[config.mk]
export PLATFORM = sky130hd
export DESIGN_NAME = des_top_core
export DESIGN_NICKNAME = d
export VERILOG_FILES = /design/src/rtl/des_top_core.sv
export SDC_FILE = /design/constraint.sdc
export NUM_CORES = 1
export LEC_CHECK = 0
export ABC_AREA = 1
export CAP_MARGIN = 0
export CORE_MARGIN = 1.5
export CORE_UTILIZATION = 25
export DETAILED_ROUTE_END_ITERATION = 10
export GPL_TIMING_DRIVEN = 0
export PLACE_DENSITY_LB_ADDON = 0.1
export SYNTH_ARGS = -nofsm -noshare
export SYNTH_HDL_FRONTEND = slang
export SYNTH_SLANG_ARGS = --single-unit
[constraint.sdc]
create_clock -name clk -period 2.25 [get_ports clk]
set_input_delay 0.45 -clock clk [delete_from_list [all_inputs] [get_ports clk]]
set_output_delay 0.45 -clock clk [all_outputs]
set_load 0.05 [all_outputs]
[src/rtl/des_top_core.sv]
// Single-key DES engine: iterative key schedule into 16 subkey slots, fully pipelined 16-round datapath.
// Stage 0 registers IP(data); stages 1..16 are Feistel rounds; data_64_out registers FP of the swapped result.
module des_top_core (
  input  logic        clk,
  input  logic        rst_n,
  input  logic        encrypt,
  input  logic [1:64] keys_64_in,
  input  logic        change_keys_en,
  output logic        subkeys_16_valid,
  input  logic        data_input_en,
  input  logic [1:64] data_64_in,
  output logic [1:64] data_64_out,
  output logic        data_output_valid
);

  localparam int unsigned NUM_ROUNDS = 16;
  localparam int unsigned CNT_W      = 5;

  localparam int IP_T [64] = '{
    58, 50, 42, 34, 26, 18, 10, 2, 60, 52, 44, 36, 28, 20, 12, 4,
    62, 54, 46, 38, 30, 22, 14, 6, 64, 56, 48, 40, 32, 24, 16, 8,
    57, 49, 41, 33, 25, 17,  9, 1, 59, 51, 43, 35, 27, 19, 11, 3,
    61, 53, 45, 37, 29, 21, 13, 5, 63, 55, 47, 39, 31, 23, 15, 7};

  localparam int FP_T [64] = '{
    40, 8, 48, 16, 56, 24, 64, 32, 39, 7, 47, 15, 55, 23, 63, 31,
    38, 6, 46, 14, 54, 22, 62, 30, 37, 5, 45, 13, 53, 21, 61, 29,
    36, 4, 44, 12, 52, 20, 60, 28, 35, 3, 43, 11, 51, 19, 59, 27,
    34, 2, 42, 10, 50, 18, 58, 26, 33, 1, 41,  9, 49, 17, 57, 25};

  localparam int E_T [48] = '{
    32,  1,  2,  3,  4,  5,  4,  5,  6,  7,  8,  9,
     8,  9, 10, 11, 12, 13, 12, 13, 14, 15, 16, 17,
    16, 17, 18, 19, 20, 21, 20, 21, 22, 23, 24, 25,
    24, 25, 26, 27, 28, 29, 28, 29, 30, 31, 32,  1};

  localparam int P_T [32] = '{
    16,  7, 20, 21, 29, 12, 28, 17,  1, 15, 23, 26,  5, 18, 31, 10,
     2,  8, 24, 14, 32, 27,  3,  9, 19, 13, 30,  6, 22, 11,  4, 25};

  localparam int PC1_T [56] = '{
    57, 49, 41, 33, 25, 17,  9,  1, 58, 50, 42, 34, 26, 18,
    10,  2, 59, 51, 43, 35, 27, 19, 11,  3, 60, 52, 44, 36,
    63, 55, 47, 39, 31, 23, 15,  7, 62, 54, 46, 38, 30, 22,
    14,  6, 61, 53, 45, 37, 29, 21, 13,  5, 28, 20, 12,  4};

  localparam int PC2_T [48] = '{
    14, 17, 11, 24,  1,  5,  3, 28, 15,  6, 21, 10,
    23, 19, 12,  4, 26,  8, 16,  7, 27, 20, 13,  2,
    41, 52, 31, 37, 47, 55, 30, 40, 51, 45, 33, 48,
    44, 49, 39, 56, 34, 53, 46, 42, 50, 36, 29, 32};

  // Each row is one S-box in row-major order: index = {b1,b6} * 16 + {b2..b5}.
  localparam int SBOX [8][64] = '{
    '{14, 4,13, 1, 2,15,11, 8, 3,10, 6,12, 5, 9, 0, 7,  0,15, 7, 4,14, 2,13, 1,10, 6,12,11, 9, 5, 3, 8,
       4, 1,14, 8,13, 6, 2,11,15,12, 9, 7, 3,10, 5, 0, 15,12, 8, 2, 4, 9, 1, 7, 5,11, 3,14,10, 0, 6,13},
    '{15, 1, 8,14, 6,11, 3, 4, 9, 7, 2,13,12, 0, 5,10,  3,13, 4, 7,15, 2, 8,14,12, 0, 1,10, 6, 9,11, 5,
       0,14, 7,11,10, 4,13, 1, 5, 8,12, 6, 9, 3, 2,15, 13, 8,10, 1, 3,15, 4, 2,11, 6, 7,12, 0, 5,14, 9},
    '{10, 0, 9,14, 6, 3,15, 5, 1,13,12, 7,11, 4, 2, 8, 13, 7, 0, 9, 3, 4, 6,10, 2, 8, 5,14,12,11,15, 1,
      13, 6, 4, 9, 8,15, 3, 0,11, 1, 2,12, 5,10,14, 7,  1,10,13, 0, 6, 9, 8, 7, 4,15,14, 3,11, 5, 2,12},
    '{ 7,13,14, 3, 0, 6, 9,10, 1, 2, 8, 5,11,12, 4,15, 13, 8,11, 5, 6,15, 0, 3, 4, 7, 2,12, 1,10,14, 9,
      10, 6, 9, 0,12,11, 7,13,15, 1, 3,14, 5, 2, 8, 4,  3,15, 0, 6,10, 1,13, 8, 9, 4, 5,11,12, 7, 2,14},
    '{ 2,12, 4, 1, 7,10,11, 6, 8, 5, 3,15,13, 0,14, 9, 14,11, 2,12, 4, 7,13, 1, 5, 0,15,10, 3, 9, 8, 6,
       4, 2, 1,11,10,13, 7, 8,15, 9,12, 5, 6, 3, 0,14, 11, 8,12, 7, 1,14, 2,13, 6,15, 0, 9,10, 4, 5, 3},
    '{12, 1,10,15, 9, 2, 6, 8, 0,13, 3, 4,14, 7, 5,11, 10,15, 4, 2, 7,12, 9, 5, 6, 1,13,14, 0,11, 3, 8,
       9,14,15, 5, 2, 8,12, 3, 7, 0, 4,10, 1,13,11, 6,  4, 3, 2,12, 9, 5,15,10,11,14, 1, 7, 6, 0, 8,13},
    '{ 4,11, 2,14,15, 0, 8,13, 3,12, 9, 7, 5,10, 6, 1, 13, 0,11, 7, 4, 9, 1,10,14, 3, 5,12, 2,15, 8, 6,
       1, 4,11,13,12, 3, 7,14,10,15, 6, 8, 0, 5, 9, 2,  6,11,13, 8, 1, 4,10, 7, 9, 5, 0,15,14, 2, 3,12},
    '{13, 2, 8, 4, 6,15,11, 1,10, 9, 3,14, 5, 0,12, 7,  1,15,13, 8,10, 3, 7, 4,12, 5, 6,11, 0,14, 9, 2,
       7,11, 4, 1, 9,12,14, 2, 0, 6,10,13,15, 3, 5, 8,  2, 1,14, 7, 4,10, 8,13,15,12, 9, 0, 3, 5, 6,11}};

  // Permutations: table entries are 1-based DES bit numbers, DES bit 1 is the vector MSB.
  function automatic logic [63:0] perm_ip(input logic [63:0] x);
    logic [63:0] y;
    y = '0;
    for (int i = 0; i < 64; i++) y[6'(63 - i)] = x[6'(64 - IP_T[6'(i)])];
    return y;
  endfunction

  function automatic logic [63:0] perm_fp(input logic [63:0] x);
    logic [63:0] y;
    y = '0;
    for (int i = 0; i < 64; i++) y[6'(63 - i)] = x[6'(64 - FP_T[6'(i)])];
    return y;
  endfunction

  function automatic logic [47:0] perm_e(input logic [31:0] x);
    logic [47:0] y;
    y = '0;
    for (int i = 0; i < 48; i++) y[6'(47 - i)] = x[5'(32 - E_T[6'(i)])];
    return y;
  endfunction

  function automatic logic [31:0] perm_p(input logic [31:0] x);
    logic [31:0] y;
    y = '0;
    for (int i = 0; i < 32; i++) y[5'(31 - i)] = x[5'(32 - P_T[5'(i)])];
    return y;
  endfunction

  function automatic logic [55:0] perm_pc1(input logic [63:0] x);
    logic [55:0] y;
    y = '0;
    for (int i = 0; i < 56; i++) y[6'(55 - i)] = x[6'(64 - PC1_T[6'(i)])];
    return y;
  endfunction

  function automatic logic [47:0] perm_pc2(input logic [55:0] x);
    logic [47:0] y;
    y = '0;
    for (int i = 0; i < 48; i++) y[6'(47 - i)] = x[6'(56 - PC2_T[6'(i)])];
    return y;
  endfunction

  function automatic logic [31:0] feistel(input logic [31:0] r, input logic [47:0] k);
    logic [47:0] x;
    logic [31:0] s;
    logic [5:0]  b;
    x = perm_e(r) ^ k;
    s = '0;
    for (int j = 0; j < 8; j++) begin
      b = x[6'(47 - 6 * j) -: 6];
      s[5'(31 - 4 * j) -: 4] = 4'(SBOX[3'(j)][{b[5], b[0], b[4:1]}]);
    end
    return perm_p(s);
  endfunction

  typedef enum logic {IDLE_VALID, GEN} state_t;

  state_t           state_q;
  logic [CNT_W-1:0] cnt_q;
  logic [63:0]      key_q;
  logic             enc_q;
  logic [55:0]      cd_q;
  logic [55:0]      cd_src_c;
  logic [55:0]      cd_rot_c;
  logic [3:0]       slot_c;
  logic             gen_we_c;
  logic [47:0]      subkey_q [NUM_ROUNDS];

  logic [63:0]      ip_c;
  logic [31:0]      l_q [NUM_ROUNDS + 1];
  logic [31:0]      r_q [NUM_ROUNDS + 1];
  logic [NUM_ROUNDS:0] vld_q;

  // Key FSM: strobe or reset restarts generation; count 17 marks completion.
  always_ff @(posedge clk) begin
    if (rst_n) begin
      state_q          <= GEN;
      cnt_q            <= CNT_W'(1);
      key_q            <= '0;
      enc_q            <= 1'b1;
      subkeys_16_valid <= 1'b0;
    end else if (change_keys_en) begin
      state_q          <= GEN;
      cnt_q            <= CNT_W'(1);
      key_q            <= keys_64_in;
      enc_q            <= encrypt;
      subkeys_16_valid <= 1'b0;
    end else if (state_q == GEN) begin
      if (cnt_q == CNT_W'(NUM_ROUNDS + 1)) begin
        state_q          <= IDLE_VALID;
        subkeys_16_valid <= 1'b1;
      end else begin
        cnt_q <= cnt_q + CNT_W'(1);
      end
    end
  end

  // Next C/D halves: round 1 starts from PC-1 of the stored key.
  always_comb begin
    cd_src_c = (cnt_q == CNT_W'(1)) ? perm_pc1(key_q) : cd_q;
    cd_rot_c = {cd_src_c[53:28], cd_src_c[55:54], cd_src_c[25:0], cd_src_c[27:26]};
    if (cnt_q == CNT_W'(1) || cnt_q == CNT_W'(2) || cnt_q == CNT_W'(9) || cnt_q == CNT_W'(16))
      cd_rot_c = {cd_src_c[54:28], cd_src_c[55], cd_src_c[26:0], cd_src_c[27]};
    slot_c   = enc_q ? 4'(cnt_q - CNT_W'(1)) : 4'(CNT_W'(NUM_ROUNDS) - cnt_q);
    gen_we_c = !rst_n && !change_keys_en && (state_q == GEN) &&
               (cnt_q != CNT_W'(NUM_ROUNDS + 1));
  end

  always_ff @(posedge clk) begin
    if (gen_we_c) begin
      cd_q             <= cd_rot_c;
      subkey_q[slot_c] <= perm_pc2(cd_rot_c);
    end
  end

  assign ip_c = perm_ip(data_64_in);

  // Round datapath; qualification is carried entirely by vld_q.
  always_ff @(posedge clk) begin
    l_q[0] <= ip_c[63:32];
    r_q[0] <= ip_c[31:0];
    for (int s = 1; s <= NUM_ROUNDS; s++) begin
      l_q[5'(s)] <= r_q[5'(s - 1)];
      r_q[5'(s)] <= l_q[5'(s - 1)] ^ feistel(r_q[5'(s - 1)], subkey_q[4'(s - 1)]);
    end
  end

  // A key strobe discards every block in flight, including the one about to be emitted.
  always_ff @(posedge clk) begin
    if (rst_n) begin
      vld_q             <= '0;
      data_output_valid <= 1'b0;
      data_64_out       <= '0;
    end else begin
      vld_q             <= change_keys_en ? '0 :
                           {vld_q[NUM_ROUNDS-1:0], data_input_en & subkeys_16_valid};
      data_output_valid <= vld_q[NUM_ROUNDS] & ~change_keys_en;
      if (vld_q[NUM_ROUNDS] && !change_keys_en)
        data_64_out <= perm_fp({r_q[NUM_ROUNDS], l_q[NUM_ROUNDS]});
    end
  end

endmodule

==> results.tsv, run 1 <==
stage	metric	value	unit
floorplan	ioPinCount	199	
route	drcViolationCount	0	
clocking	cts_resized	0	
layout	layout-drive-gt1-share	31.3	%
floorplan	start_util	26.2	%
clocking	cts-buffers-inserted	3	
floorplan	dieArea	5840	um2
sta	slew_headroom	66.6	%
route	wirelength	1670	um
grt	grt_start_max_net_pins	16	
critical_path	slowest_delay	0.82	ns
layout	stdcell_area	1770	um2
layout	antenna_cells	0	
sta	fin_crit_sh	84.4	%
critical_path	path_depth	1	
route	ant_nets	0	
grt	antenna_found_initial	0	
layout	stdcell_count	310	
floorplan	core	5140	um2
route	drtPass1Iterations	5	
clocking	postCtsHoldBufs	0	
sta	hold_ws	0.411	ns
logic_synthesis	synthAdderAreaFrac	1.86	%
clocking	cts_root_buffer	clkbuf_8	
sta	worst_slew_pin_slew	0.499	ns
critical_path	critPathBufInv	1	
sta	tns	0	ns
placed_design	pre_cts_ws	0.639	ns
critical_path	endpoint	subkeys_16_valid	
critical_path	crit_family	buffers and inverters	
critical_path	crit_fanout	3	
route	wire_per_inst	5.39	um
placed_design	port_buffers	5	
layout	area_growth	31.4	%
logic_synthesis	synth_seq_cells	25	
layout	multiInputGateArea	492	um2
layout	nets	376	
clocking	insertion_delay	0.27	ns
critical_path	reg2reg_depth	8	
outcome	status	finished, final reports clean	
logic_synthesis	yosysSeqAreaShare	37.1	%
sta	fmax	0.526	GHz
critical_path	crit_start	subkeys_16_valid	
logic_synthesis	synth.distinct_cells	18	
floorplan	die_x	76.5	um
job	drv_cap	0	
logic_synthesis	syn_inst	168	
sta	hold_violations	0	
floorplan	placementRows	26	
logic_synthesis	synth_top_family_by_area	buffers and inverters	
grt	grt_pass1_vias	661	
logic_synthesis	avgSynthCellArea	8.03	um2
clocking	cts_tree	yes	
clocking	cts.sinks	25	
clocking	clockBufferDepth	2	
logic_synthesis	yosysWarnings	0	
sta	slew_viol_final	0	
sta	fin_skew	0.00409	ns
logic_synthesis	netlist.area_leader.share	37.1	%
critical_path	required	1.80	ns
layout	final_util	34.5	%
sta	setup_viol	0	
power_and_ir_drop	p_leak	0.924	nW
logic_synthesis	yosysTopAreaCell	dfxtp_1	
placed_design	place_area	1720	um2
grt	grt_pass1_wl	2800	um
route	vias_per_cell	2.86	
min_path	hold_path_class	reg2reg	
grt	grt-ovfl-total	0	
logic_synthesis	synth-simple-area-share	14.7	%
logic_synthesis	synth-compound-area-share	1.39	%
clocking	clk_pin_slew	0.09	ns
sta	rsz0062_at_grt	false	
logic_synthesis	synth_area_leaders	dfxtp_1 37%, buf_4 36%, inv_1 6.4%	
floorplan	dieHeight	76.5	um
power_and_ir_drop	power	1.07	mW
placed_design	place.gp.congestion	0.724	
critical_path	crit_type	reg2out	
placed_design	numPlacedInstances	306	
layout	ff_latch_area	500	um2
sta	min_period	1.90	ns
critical_path	cp_cell_sequence	clkdlybuf4s50_1	
critical_path	rr_endpoint	cnt_q[2]	
logic_synthesis	synth.area.mux_share	0	%
placed_design	post-dp-hpwl	1320	um
logic_synthesis	synth_xor_area_share	0.649	%
power_and_ir_drop	irDropWorstVdd	0.266	mV
layout	fillCellCount	566	
route	num_vias	886	
route	first_iter_violations	20	
critical_path	worstPathArrival	1.45	ns
critical_path	rrSetupSlack	1.08	ns
clocking	cts_setup_buffers	0	
critical_path	start_kind	register	
layout	most-common-layout-cells	64 x buf_4, 64 x conb_1, 25 x dfxtp_1	
grt	grtUsageTotal	5.72	%
critical_path	end_kind	output port	
critical_path	r2r-start	cnt_q[1]	
critical_path	cpMaxStageDelayCell	clkdlybuf4s50_1	
logic_synthesis	syn_area	1350	um2
power_and_ir_drop	power_density	606	nW/um2
sta	timing.final.ws_setup	0.350	ns
clocking	h-tree-depth	1	
==> logic make-up after synthesis <==
logic type | count (synthesis)
buffers and inverters | 90
and+or+nand+nor | 46
DFF | 25
AOI/OAI and AO/OA | 3
adders and majority gates | 2
xor gates and xnor gates | 1
other | 1
==> state kept, by name, summed over array words and instances, names as in the netlist <==
name and flops:
subkeys_16_valid 1, data_output_valid 1, state_q 1, cnt_q 5, vld_q 17
==> Yosys cell counts <==
| library cell | number |
|---|---|
| buf_4 | 64 |
| dfxtp_1 | 25 |
| inv_1 | 23 |
| nor2_1 | 23 |
| nand2_1 | 13 |
| nand3_1 | 4 |
| buf_6 | 2 |
| ha_1 | 2 |
| nand2_2 | 2 |
| nand4_1 | 2 |
| a21oi_1 | 1 |
| a21oi_2 | 1 |
| conb_1 | 1 |
| inv_2 | 1 |
| nand3b_1 | 1 |
| nor2_4 | 1 |
| o21ai_0 | 1 |
| xor2_1 | 1 |
==> worst min-delay path by stage <==
stage | slack, ns | end | cells after the start | start
after floorplan | 0.39 | data_output_valid | 2 | vld_q[16]
after global placement | 0.40 | vld_q[7] | 2 | vld_q[6]
after detailed placement | 0.40 | vld_q[12] | 2 | vld_q[11]
after CTS | 0.41 | vld_q[12] | 2 | vld_q[11]
after global routing | 0.42 | vld_q[12] | 2 | vld_q[11]
final | 0.41 | vld_q[1] | 2 | vld_q[0]
==> where the power goes <==
part | switching, mW | internal [mW] | total, mW
Combinational | 0.261 | 0.0901 | 0.352
Sequential | 0.00295 | 0.445 | 0.448
Clock | 0.149 | 0.125 | 0.275
==> metal layers <==
| metal | vias to the layer above | part of all wire, % | GRT usage [%] |
|---|---|---|---|
| li1 | 510 | - | - |
| met1 | 336 | 42 | 6.30 |
| met2 | 38 | 46 | 10.4 |
| met3 | 2 | 11 | 2.63 |
| met4 | 0 | 0.36 | 0.556 |
| met5 | - | 0 | 0 |
==> cell type report <==
type                       instances  share of cell area [%]
buffer                            66                    28.4
clock buffer                       3                    2.33
clock inverter                     1                   0.424
inverter                          24                    5.08
multi-input combinational        116                    27.8
sequential                        25                    28.2
tap                               70                    4.94
timing repair buffer               5                    2.82
No activity file was read; power rests on OpenSTA's default activity.
==> run 2, diff against run 1 <==
--- a/config.mk
+++ b/config.mk
@@ -8,7 +8,7 @@
 export ABC_AREA = 1
 export CAP_MARGIN = 0
 export CORE_MARGIN = 1.5
-export CORE_UTILIZATION = 25
+export CORE_UTILIZATION = 23
 export DETAILED_ROUTE_END_ITERATION = 10
 export GPL_TIMING_DRIVEN = 0
 export PLACE_DENSITY_LB_ADDON = 0.1
==> constraint.sdc (replaced) <==
create_clock -name clk -period 1.9 [get_ports clk]
set_input_delay 0.38 -clock clk [delete_from_list [all_inputs] [get_ports clk]]
set_output_delay 0.38 -clock clk [all_outputs]
set_load 0.05 [all_outputs]
==> run 2 against run 1 <==
Compared with the run above:
- cell area is 0.14% higher
- sequential power is 19% higher
- sequential cell count stayed put
- first-iteration DRC count is 15% lower
- die area is 8.4% higher
- non-clock buffer count stayed put
- wire length is 0.84% higher
- clock power is 16% higher
- setup slack worse by 0.27 ns
- critical endpoint unchanged
- largest cell class unchanged
- largest power group unchanged
==> results.tsv, run 2 (synthesized netlist as in run 1, its figures left out) <==
stage	metric	value	unit
critical_path	required	1.52	ns
route	wirelength	1690	um
floorplan	start_util	24.2	%
critical_path	critPathBufInv	1	
sta	fin_skew	0.00500	ns
placed_design	numPlacedInstances	308	
clocking	cts_resized	0	
layout	area_growth	31.5	%
grt	antenna_found_initial	0	
layout	stdcell_count	312	
sta	slew_viol_final	0	
floorplan	dieHeight	79.6	um
layout	largest_reg_flops	17	
job	drv_cap	0	
sta	fin_crit_sh	95.8	%
floorplan	die_x	79.6	um
sta	setup_viol	0	
grt	grt-ovfl-total	0	
power_and_ir_drop	power_density	714	nW/um2
route	num_vias	880	
placed_design	post-dp-hpwl	1360	um
sta	hold_violations	0	
layout	top_register	vld_q	
clocking	postCtsHoldBufs	0	
critical_path	crit_family	buffers and inverters	
layout	multiInputGateArea	492	um2
power_and_ir_drop	irDropWorstVdd	0.311	mV
grt	grt_start_max_net_pins	16	
sta	timing.final.ws_setup	0.0799	ns
route	drtPass1Iterations	4	
placed_design	port_buffers	5	
route	vias_per_cell	2.82	
clocking	cts_setup_buffers	0	
layout	nets	376	
floorplan	ioPinCount	199	
layout	ff_latch_area	500	um2
clocking	insertion_delay	0.27	ns
placed_design	place_area	1730	um2
clocking	h-tree-depth	1	
clocking	cts_root_buffer	clkbuf_8	
outcome	status	finished, final reports clean	
critical_path	worstPathArrival	1.44	ns
sta	fmax	0.549	GHz
layout	reg_top3	vld_q (17), cnt_q (5)	
critical_path	cpMaxStageDelayCell	clkdlybuf4s50_1	
sta	min_period	1.82	ns
layout	most-common-layout-cells	64 x buf_4, 64 x conb_1, 25 x dfxtp_1	
placed_design	place.gp.congestion	0.689	
clocking	clk_pin_slew	0.09	ns
clocking	cts_tree	yes	
layout	fillCellCount	630	
floorplan	placementRows	27	
layout	antenna_cells	0	
sta	rsz0062_at_grt	false	
sta	worst_slew_pin_slew	0.497	ns
route	drcViolationCount	0	
grt	grt_pass1_vias	628	
critical_path	crit_type	reg2out	
clocking	clockBufferDepth	2	
floorplan	dieArea	6330	um2
critical_path	slowest_delay	0.81	ns
critical_path	start_kind	register	
critical_path	crit_fanout	3	
placed_design	pre_cts_ws	0.359	ns
grt	grtUsageTotal	5.43	%
power_and_ir_drop	p_leak	0.924	nW
sta	slew_headroom	66.7	%
sta	tns	0	ns
route	first_iter_violations	17	
layout	layout-drive-gt1-share	31.3	%
grt	grt_pass1_wl	2660	um
layout	stdcell_area	1770	um2
critical_path	end_kind	output port	
clocking	cts-buffers-inserted	3	
min_path	hold_path_class	reg2reg	
critical_path	cp_cell_sequence	clkdlybuf4s50_1	
clocking	cts.sinks	25	
route	wire_per_inst	5.40	um
floorplan	core	5570	um2
route	ant_nets	0	
-- run 2: area by class of cell --
cell class | count | area share, %
multi-input combinational | 116 | 27.7
timing repair buffer | 5 | 2.82
inverter | 24 | 5.08
buffer | 66 | 28.3
clock buffer | 3 | 2.33
sequential | 25 | 28.2
clock inverter | 1 | 0.423
tap | 72 | 5.08
-- run 2: where the power goes --
group	switching, mW	internal (mW)
clock network	0.171	0.149
registers	0.00367	0.527
logic	0.309	0.107
total	0.484	0.782
-- run 2: metrics by stage --
step                      total power, mW  hold WS, ns  util [%]
after floorplan                     0.942        0.394         -
after global placement              0.956        0.398      31.0
after detailed placement            0.955        0.400      31.0
after CTS                            1.29        0.409      31.8
after global routing                 1.33        0.429      31.8
final                                1.27        0.409      31.8
-- run 2: worst paths after layout --
path                         start               end  slack, ns  depth (start not counted)
setup / recovery  subkeys_16_valid  subkeys_16_valid       0.08                          1
setup reg to reg          cnt_q[1]          cnt_q[2]       0.73                          8
hold / removal            vld_q[5]          vld_q[6]       0.41                          2
hold reg to reg           vld_q[5]          vld_q[6]       0.41                          2
-- run 2: per-layer routing --
layer  global-route usage, %  part of all wire (%)
met1                    5.67                    38
met3                    3.20                    12
met4                    1.58                  0.83
met2                    9.15                    49
met5                       0                     0
==> run 3, diff against run 2 <==
--- a/config.mk
+++ b/config.mk
@@ -8,7 +8,7 @@
 export ABC_AREA = 1
 export CAP_MARGIN = 0
 export CORE_MARGIN = 1.5
-export CORE_UTILIZATION = 23
+export CORE_UTILIZATION = 25
 export DETAILED_ROUTE_END_ITERATION = 10
 export GPL_TIMING_DRIVEN = 0
 export PLACE_DENSITY_LB_ADDON = 0.1
==> constraint.sdc (replaced) <==
create_clock -name clk -period 2.3 [get_ports clk]
set_input_delay 0.46 -clock clk [delete_from_list [all_inputs] [get_ports clk]]
set_output_delay 0.46 -clock clk [all_outputs]
set_load 0.05 [all_outputs]
==> results of run 3 <==
The final DEF is identical to that of run 1. Status: finished, final reports clean.
Main changes from that run: setup slack after placement 0.639 ns -> 0.679 ns; setup slack after layout 0.350 ns -> 0.390 ns; register-to-register setup slack 1.08 ns -> 1.13 ns; total power 1.07 mW -> 1.05 mW; worst IR drop on VDD 0.266 mV -> 0.260 mV
